### src/rtl/mem_arbiter.sv
// mem_arbiter: two-requester round-robin arbiter in front of a single-port
// data memory. Requester 0 is the CPU, requester 1 is the DMA/loader.
// One transaction is in flight at a time: IDLE (grant) -> ACCESS (memory
// cycle) -> RESP (completion pulse), so acceptance to response is 2 cycles.
//
// Ports
//   clk, rst_n            clock, asynchronous active-low reset
//   reqN_valid/ready      request handshake, N = 0 (CPU), 1 (DMA)
//   reqN_we, reqN_memtype store/load, byte/word select
//   reqN_addr, reqN_wdata byte address, store data ([7:0] for byte stores)
//   rspN_valid            one-cycle completion pulse (loads and stores)
//   rspN_rdata, rspN_err  load data and out-of-range flag, 0 when not valid
//   mem_we, mem_memtype   data memory strobes, active during ACCESS only
//   mem_a, mem_wd         data memory address / write data
//   mem_rd                combinational read data from memory
//
// state  | meaning
// IDLE   | waiting for a request; ready asserted for the round-robin winner
// ACCESS | latched request presented to memory; load data captured
// RESP   | completion pulse to the winner; last_grant updated on exit

module mem_arbiter #(
    parameter int          ADDR_WIDTH = 32,
    parameter int          DATA_WIDTH = 32,
    parameter logic [31:0] MEM_TOP    = 32'h1FFFF
) (
    input  logic                  clk,
    input  logic                  rst_n,

    input  logic                  req0_valid,
    output logic                  req0_ready,
    input  logic                  req0_we,
    input  logic                  req0_memtype,
    input  logic [ADDR_WIDTH-1:0] req0_addr,
    input  logic [DATA_WIDTH-1:0] req0_wdata,
    output logic                  rsp0_valid,
    output logic [DATA_WIDTH-1:0] rsp0_rdata,
    output logic                  rsp0_err,

    input  logic                  req1_valid,
    output logic                  req1_ready,
    input  logic                  req1_we,
    input  logic                  req1_memtype,
    input  logic [ADDR_WIDTH-1:0] req1_addr,
    input  logic [DATA_WIDTH-1:0] req1_wdata,
    output logic                  rsp1_valid,
    output logic [DATA_WIDTH-1:0] rsp1_rdata,
    output logic                  rsp1_err,

    output logic                  mem_we,
    output logic                  mem_memtype,
    output logic [ADDR_WIDTH-1:0] mem_a,
    output logic [DATA_WIDTH-1:0] mem_wd,
    input  logic [DATA_WIDTH-1:0] mem_rd
);

    typedef enum logic [1:0] {
        IDLE   = 2'd0,
        ACCESS = 2'd1,
        RESP   = 2'd2
    } state_t;

    // Range checks are done one bit wider than the address so addr+3 never wraps.
    localparam logic [ADDR_WIDTH:0] MEM_TOP_EXT = (ADDR_WIDTH+1)'(MEM_TOP);

    state_t                state;
    state_t                state_nxt;

    logic                  last_grant;
    logic                  lat_id;
    logic                  lat_we;
    logic                  lat_memtype;
    logic                  lat_err;
    logic [ADDR_WIDTH-1:0] lat_addr;
    logic [DATA_WIDTH-1:0] lat_wdata;
    logic [DATA_WIDTH-1:0] rsp_data;

    logic                  grant_valid;
    logic                  grant_id;
    logic                  sel_we;
    logic                  sel_memtype;
    logic [ADDR_WIDTH-1:0] sel_addr;
    logic [DATA_WIDTH-1:0] sel_wdata;
    logic [ADDR_WIDTH:0]   addr_ext;
    logic [ADDR_WIDTH:0]   addr_end;
    logic                  sel_err;

    // Round-robin winner selection; only meaningful in IDLE.
    always_comb begin
        grant_valid = 1'b0;
        grant_id    = 1'b0;
        if (state == IDLE) begin
            if (req0_valid && req1_valid) begin
                grant_valid = 1'b1;
                grant_id    = ~last_grant;
            end else if (req0_valid) begin
                grant_valid = 1'b1;
                grant_id    = 1'b0;
            end else if (req1_valid) begin
                grant_valid = 1'b1;
                grant_id    = 1'b1;
            end
        end
    end

    assign req0_ready = grant_valid & ~grant_id;
    assign req1_ready = grant_valid &  grant_id;

    assign sel_we      = grant_id ? req1_we      : req0_we;
    assign sel_memtype = grant_id ? req1_memtype : req0_memtype;
    assign sel_addr    = grant_id ? req1_addr    : req0_addr;
    assign sel_wdata   = grant_id ? req1_wdata   : req0_wdata;

    assign addr_ext = {1'b0, sel_addr};
    assign addr_end = addr_ext + (ADDR_WIDTH+1)'(3);
    assign sel_err  = (addr_ext > MEM_TOP_EXT) ||
                      (!sel_memtype && (addr_end > MEM_TOP_EXT));

    always_ff @(posedge clk or negedge rst_n) begin
        if (!rst_n) begin
            state <= IDLE;
        end else begin
            state <= state_nxt;
        end
    end

    always_comb begin
        state_nxt   = state;
        mem_we      = 1'b0;
        mem_memtype = 1'b0;
        mem_a       = '0;
        mem_wd      = '0;
        rsp0_valid  = 1'b0;
        rsp0_rdata  = '0;
        rsp0_err    = 1'b0;
        rsp1_valid  = 1'b0;
        rsp1_rdata  = '0;
        rsp1_err    = 1'b0;
        case (state)
            IDLE: begin
                if (grant_valid) begin
                    state_nxt = ACCESS;
                end
            end
            ACCESS: begin
                state_nxt   = RESP;
                mem_a       = lat_addr;
                mem_memtype = lat_memtype;
                mem_wd      = lat_wdata;
                mem_we      = lat_we & ~lat_err;
            end
            RESP: begin
                state_nxt = IDLE;
                if (lat_id) begin
                    rsp1_valid = 1'b1;
                    rsp1_rdata = rsp_data;
                    rsp1_err   = lat_err;
                end else begin
                    rsp0_valid = 1'b1;
                    rsp0_rdata = rsp_data;
                    rsp0_err   = lat_err;
                end
            end
            default: begin
                state_nxt = IDLE;
            end
        endcase
    end

    always_ff @(posedge clk or negedge rst_n) begin
        if (!rst_n) begin
            last_grant  <= 1'b1;
            lat_id      <= 1'b0;
            lat_we      <= 1'b0;
            lat_memtype <= 1'b0;
            lat_err     <= 1'b0;
            lat_addr    <= '0;
            lat_wdata   <= '0;
            rsp_data    <= '0;
        end else begin
            if (grant_valid) begin
                lat_id      <= grant_id;
                lat_we      <= sel_we;
                lat_memtype <= sel_memtype;
                lat_err     <= sel_err;
                lat_addr    <= sel_addr;
                lat_wdata   <= sel_wdata;
            end
            if (state == ACCESS) begin
                rsp_data <= (!lat_we && !lat_err) ? mem_rd : '0;
            end
            if (state == RESP) begin
                last_grant <= lat_id;
            end
        end
    end

endmodule

### config.mk
export PLATFORM = sky130hd
export DESIGN_NAME = mem_arbiter
export DESIGN_NICKNAME = d
export VERILOG_FILES = /design/src/rtl/mem_arbiter.sv
export SDC_FILE = /design/constraint.sdc
export NUM_CORES = 1
export LEC_CHECK = 0
export ABC_AREA = 1
export BUFFER_PORTS_ARGS = -buffer_cell sky130_fd_sc_hd__buf_2
export CORE_MARGIN = 8
export CORE_UTILIZATION = 49
export CTS_CLUSTER_SIZE = 12
export DETAILED_ROUTE_END_ITERATION = 16
export PLACE_DENSITY = 0.92
export SYNTH_ARGS = -nofsm -noshare
export SYNTH_HDL_FRONTEND = slang
export SYNTH_SLANG_ARGS = --single-unit
export TNS_END_PERCENT = 30
### constraint.sdc
create_clock -name clk -period 3.08 [get_ports clk]
set_input_delay 0.616 -clock clk [delete_from_list [all_inputs] [get_ports clk]]
set_output_delay 0.616 -clock clk [all_outputs]
set_load 0.1 [all_outputs]
* Word level (Yosys, flattened, before mapping)
Index checks and enable logic that the tools add are counted.
Storage, ports and cells: register bits 103
Operators by class: reduce and logical (&&, ||, !) cells 8, add/sub/neg operators 1, bitwise gates (word level) 6, order comparisons 2, eq/ne operators 3, multiplexer cells 30
Operators by type and width (count):
- 2-to-1 mux 32 bit | 9
- adder 32 x 2 -> 33 bit (second input constant) | 1
- > comparator 33 x 17 -> 1 bit (second input constant) | 1
- > comparator 32 x 17 -> 1 bit (second input constant) | 1
- 2-to-1 mux 1 bit | 19
- case mux 2 bit (2 select lines) | 1
- bitwise AND 1 bit | 3
- logical AND 1 bit | 3
- logical NOT 1 bit | 3
- inverter 1 bit | 3
- equality test 2 x 1 -> 1 bit (second input constant) | 1
- equality test 2 bit (second input constant) | 1
- logical NOT 2 bit | 1
- 2-to-1 mux 2 bit | 1
- inequality test 2 bit (second input constant) | 1
- logical OR 1 bit | 1

* Logic depth before layout (Yosys ltp)
Gate-level depths: netlist of the first run.
depth after elaboration 9, mapped depth 20

* Least setup slack after synthesis of the first run
OpenSTA, ideal clock, no wires.
path kind reg-to-output, from register state[1], to output rsp0_rdata[11], setup slack -1298 ps, stages on the path, launching flop included 8, arrival time 3762 ps, cells stage by stage dfrtp_1 -> inv_1 -> nor2_1 -> inv_1 -> nor2_1 -> inv_1 -> buf_1 -> nor2_1
Between the ends: longest elaborated chain between the ends 2
RTL lines:
- start, declared | RTL line 66 | state_t state;
- start signal, assigned | RTL line 123 | state <= state_nxt;
- equality test 2 bit | RTL line 139 | case (state)
- 2-to-1 mux 32 bit | RTL line 139
- end, declared | RTL line 37 | output logic [DATA_WIDTH-1:0] rsp0_rdata,
No other way between the ends.

* Worst setup path after layout of the first run
from register state[1], to output rsp1_rdata[21]
Between the ends: longest elaborated chain between the ends 2
RTL lines:
- equality test 2 bit | RTL line 139
- 2-to-1 mux 32 bit | RTL line 139
- end, declared | RTL line 47 | output logic [DATA_WIDTH-1:0] rsp1_rdata,
No other way between the ends.

==> results of run 1 <==
## synth_stat cells (all sizes together), types with 2 or more instances
library cell,n,area (µm²)
inv,224,841
clkinv,2,7.51
dfrtp,102,2550
o21ai,73,365
o22ai,65,407
buf,28,179
nand4,58,363
clkbuf,33,124
nor3,3,15.0
nand2,242,928
nand3,36,198
nor2,259,1010
a21oi,3,15.0
## layout make-up
class                      instances  area (µm²)
clock buffer                      11         253
clock inverter                     5        62.6
fill                            1248        4640
multi-input combinational        744        3850
tap                              184         230
antenna                            3        7.51
timing repair buffer             331        1840
inverter                         226         848
sequential                       103        2580
## power breakdown
| part | total (mW) | leakage, nW | internal [mW] | switching [mW] |
|---|---|---|---|---|
| sequential | 2.02 | 1.31 | 1.83 | 0.195 |
| clock | 1.22 | 0.154 | 0.683 | 0.533 |
| combinational | 6.11 | 3.86 | 1.21 | 4.90 |
| total | 9.35 | 5.32 | 3.72 | 5.63 |
## registers in the layout, indices dropped and copies added (netlist names)
signal and cells:
last_grant 1, lat_addr 32, lat_err 1, lat_id 1, lat_memtype 1, lat_wdata 32
lat_we 1, rsp_data 32, state 2
## metrics by stage
stage | power (mW) | hold slack [ns]
finish | 9.35 | 0.148
detailed placement | 8.13 | 0.474
CTS | 9.35 | 0.141
floorplan | 6.83 | 0.320
global route | 9.87 | 0.158
global placement | 8.04 | 0.470
## worst max-delay path, delay by kind of cell (launching register included)
kind	cells	cell delay, ns
simple gates	3	0.38
buf+inv	5	1.12
flops	1	0.40
## kinds of logic after synthesis
logic type | count (synthesis) | synth area share, %
buffers and inverters | 287 | 16.3
flip-flops | 103 | 36.5
AND/OR/NAND/NOR | 601 | 35.8
adder cells (fa/ha/maj) | 1 | 0.177
AO/OA/AOI/OAI | 142 | 11.3
## layer usage
metal	track usage [%]	part of all wire (%)	vias to the layer above
met5	0	0	-
li1	-	-	4084
met1	34.9	38	3842
met4	14.5	4.2	0
met3	6.06	8.6	75
met2	48.9	49	452
## final timing paths
check                                 endpoint  depth (start not counted)          from
min in group clk                  lat_addr[27]                          2  lat_addr[27]
worst max register to register         lat_err                         17      state[1]
worst min register to register    lat_addr[27]                          2  lat_addr[27]
worst max-delay path            rsp1_rdata[21]                          8      state[1]
max in group asynchronous         lat_addr[23]                          2         rst_n
worst min-delay path               lat_addr[0]                          1         rst_n
## what timing repair did
action | 4_1_cts | 5_1_grt
buffers inserted | 0 | 0
gates resized for setup | 0 | 1
endpoints found under the setup margin | 0 | 1
==> results_dict.tcl, run 1 <==
set metrics [dict create \
    required_ns 2.46 \
    routed_via_density 5.26 \
    fp.dieW_um 136 \
    vdd_drop_max_v 0.000896 \
    clock_latency_ns 0.35 \
    hpwl_mm 22.3 \
    start_util_pct 49.4 \
    final_cell_mix "301 x buf_2, 233 x nand2_1, 215 x inv_1" \
    relSlewSlack_pct 62.4 \
    dpl.cell_count 1588 \
    async_flop_share_pct 100 \
    vias 8453 \
    gp_congestion 0.950 \
    numCtsBuffers 9 \
    overflow 0 \
    critPathCaptureType "primary output" \
    root_buffer "clkbuf_16" \
    critPathLaunchType "register" \
    yosysSeqAreaShare_pct 36.5 \
    outcome "finished clean" \
    fin_area_mm2 0.00967 \
    worst_slew_pin_slew_ns 0.563 \
    hold_viol 0 \
    firstDrtPassIters 5 \
    drv_cap 0 \
    dpl_cell_area_mm2 0.00935 \
    yosys_most_used_dff "dfrtp_1" \
    setup_viol 0 \
    instances_no_fill 1607 \
    ff2ff_setup_slack_ns 0.27 \
    wirelength_mm 27.7 \
    finClkSkew_ns 0.00954 \
    hold_buffers 0 \
    placementRows 44 \
    slew_violations 0 \
    avgSynthCellArea_um2 6.24 \
    cp.arrival_ns 2.25 \
    drt_drc_violations_left 0 \
    syn2layout_area_growth_pct 36.7 \
    grt_usage_pct 29.2 \
    drt_iter0_markers 688 \
    synth-edff-count 0 \
    grt_max_degree 59 \
    finalSetupTns_ns 0 \
    period_minus_slack_ns 2.87 \
    dieArea_mm2 0.0185 \
    synthesis.area_mm2 0.00707 \
    ys.warnings.count 0 \
    crit_fanout 12 \
    core_area_mm2 0.0143 \
    htree_levels 3 \
    critical-path-max-stage-delay_ns 0.44 \
    pin_count 304 \
    final_nets 1584 \
    leakage_nw 5.32 \
    worst_slack_ns 0.214 \
    path_class "reg -> out" \
    crit_chain "inv_1 > nor2_1 > inv_1 > nor2_4 > inv_2 > buf_12 > nor2_4 > buf_2" \
    ys_ff_latch 103 \
    antenna_found_initial 3 \
    cts_tree "built" \
    portBuffers 303 \
    post-place-ws_ns 0.0441 \
    p_per_area_mw_per_mm2 967 \
    ys_types 29 \
    netlist_instances 1134 \
    final_common_cell "buf_2" \
    grt_setup_unrepaired "no" \
    drive_above_1_share_pct 31.8 \
    fmax_mhz 349 \
    hp-class "in -> async" \
    cts_buffer_depth 2 \
    worst_path_max_delay_cell "buf_2" \
    die_height_um 136 \
    cts_sinks 103 \
    path_clk_slew_ns 0.07 \
    min_period_over_period_pct 93.1 \
    wl_per_cell_um 17.2 \
    syn_nets 1303 \
    grt_pass1_wl_mm 42.5 \
    ant_nets 0 \
    post-route-util_pct 67.6 \
    grt_pass1_vias 8123 \
]
No activity file was read; power rests on OpenSTA's default activity.
==> inputs of run 2 (changes only) <==
--- a/config.mk
+++ b/config.mk
@@ -12,6 +12,7 @@
 export CTS_CLUSTER_SIZE = 12
 export DETAILED_ROUTE_END_ITERATION = 16
 export PLACE_DENSITY = 0.92
+export SETUP_SLACK_MARGIN = 0.5
 export SYNTH_ARGS = -nofsm -noshare
 export SYNTH_HDL_FRONTEND = slang
 export SYNTH_SLANG_ARGS = --single-unit
==> run 2 against run 1 <==
Compared with the run above:
- first-iteration DRC count is 31% higher
- final cell count grew 1.2%
- critical path depth up 9
- sequential power barely moved
- critical endpoint is now lat_err
- routed wire length grew 10%
- die area is the same
- core utilization rose by 5.8 points
- count of clock-buffer cells in the layout fell by 2
- maximum frequency grew 8.3%
- clock skew is 0.0018 ns higher
==> results_dict.tcl, run 2 (same netlist as run 1, synthesis figures left out) <==
set metrics [dict create \
    reg_top3 "lat_addr: 32 flops, lat_wdata: 32 flops, rsp_data: 32 flops" \
    final_nets 1604 \
    vias 8963 \
    dieArea_mm2 0.0185 \
    portBuffers 303 \
    grt_pass1_wl_mm 43.8 \
    nFillCells 1087 \
    hpwl_mm 22.0 \
    drt_drc_violations_left 0 \
    clock_latency_ns 0.34 \
    drive_above_1_share_pct 38.5 \
    grt_pass1_vias 8478 \
    numCtsBuffers 9 \
    required_ns 3.35 \
    p_per_area_mw_per_mm2 954 \
    fp.dieW_um 136 \
    dpl.cell_count 1582 \
    firstDrtPassIters 8 \
    slew_violations 0 \
    cp.arrival_ns 2.92 \
    period_minus_slack_ns 2.65 \
    start_util_pct 49.4 \
    setup_viol 0 \
    antenna_found_initial 2 \
    final_common_cell "buf_2" \
    root_buffer "clkbuf_16" \
    path_clk_slew_ns 0.08 \
    ant_nets 0 \
    post-route-util_pct 73.4 \
    critPathCaptureType "register" \
    fmax_mhz 378 \
    fin_area_mm2 0.0105 \
    vdd_drop_max_v 0.000516 \
    die_height_um 136 \
    core_area_mm2 0.0143 \
    worst_slew_pin_slew_ns 0.848 \
    cts_sinks 103 \
    min_period_over_period_pct 85.9 \
    routed_via_density 5.51 \
    dpl_cell_area_mm2 0.00927 \
    outcome "finished clean" \
    cts_tree "built" \
    grt_max_degree 66 \
    final_cell_mix "238 x buf_2, 208 x inv_1, 195 x nand2_1" \
    placementRows 44 \
    drv_cap 0 \
    hp-class "in -> async" \
    hold_buffers 0 \
    grt_setup_unrepaired "yes" \
    hold_slack_ns 0.367 \
    leakage_nw 5.48 \
    relSlewSlack_pct 43.5 \
    crit_fanout 5 \
    wirelength_mm 30.6 \
    overflow 0 \
    critPathLaunchType "register" \
    instances_no_fill 1627 \
    grt_usage_pct 29.8 \
    wl_per_cell_um 18.8 \
    finalSetupTns_ns 0 \
    htree_levels 3 \
    path_class "reg -> reg" \
    syn2layout_area_growth_pct 48.5 \
    drt_iter0_markers 900 \
    cts_buffer_depth 2 \
    hold_viol 0 \
    finClkSkew_ns 0.0114 \
    gp_congestion 0.993 \
    pin_count 304 \
]
-- run 2: through the flow --
step | power (mW) | setup slack, ns
2_1_floorplan | 6.91 | -0.116
5_1_grt | 10.5 | 0.255
4_1_cts | 9.31 | 0.430
6_report | 10.0 | 0.433
3_5_place_dp | 8.08 | 0.185
3_3_place_gp | 7.98 | 0.230
-- run 2: repair_timing --
item / CTS / global route
cloned: 0 / 7
endpoints found under the hold margin: 0 / 0
endpoints found under the setup margin: 104 / 118
gates resized for setup: 40 / 192
pin swaps: 0 / 32
setup buffers: 0 / 19
-- run 2: power by group --
group	leakage, nW	switching, mW	internal [mW]
registers	1.30	0.207	1.83
clock network	0.148	0.532	0.641
logic	4.03	5.21	1.60
-- run 2: path summary, 6_finish.rpt --
kind,from,endpoint,slack [ns],cells past startpoint
worst max-delay path,state[0],lat_err,0.43,17
worst min-delay path,rst_n,lat_wdata[25],0.37,1
worst max register to register,state[0],lat_err,0.43,17
worst min register to register,lat_addr[21],lat_addr[21],0.49,2
max in group asynchronous,rst_n,rsp_data[5],1.98,2
min in group clk,lat_addr[21],lat_addr[21],0.49,2
-- run 2: per-layer routing --
| metal | GRT usage (%) | part of all wire (%) | vias up |
|---|---|---|---|
| li1 | - | - | 4127 |
| met2 | 51.1 | 48 | 583 |
| met3 | 6.17 | 9.6 | 142 |
| met4 | 14.9 | 6.2 | 0 |
| met5 | 0.554 | 0 | - |
| met1 | 34.5 | 36 | 4111 |
-- run 2: critical path, stage by stage, from the launching register on --
cell and delay, ns:
dfrtp_2 0.44, nor2_4 0.26, nand3_4 0.21, buf_6 0.18
nand2_1 0.06, nand2_2 0.07, ha_1 0.31, nor3_2 0.21
nand3_1 0.10, nor2_1 0.13, nand3_1 0.10, nor2_1 0.11
nand3_1 0.12, nand2_1 0.07, inv_1 0.03, nand3_1 0.07
nand2_1 0.05, nand2_1 0.06
-- run 2: area by class of cell --
cell class	count	area, µm²	area share (%)
multi-input combinational	746	4210	40.1
sequential	103	2580	24.6
timing repair buffer	349	2310	22.0
inverter	226	865	8.23
tap	184	230	2.19
clock buffer	9	225	2.14
clock inverter	7	80.1	0.762
antenna	3	7.51	0.0715
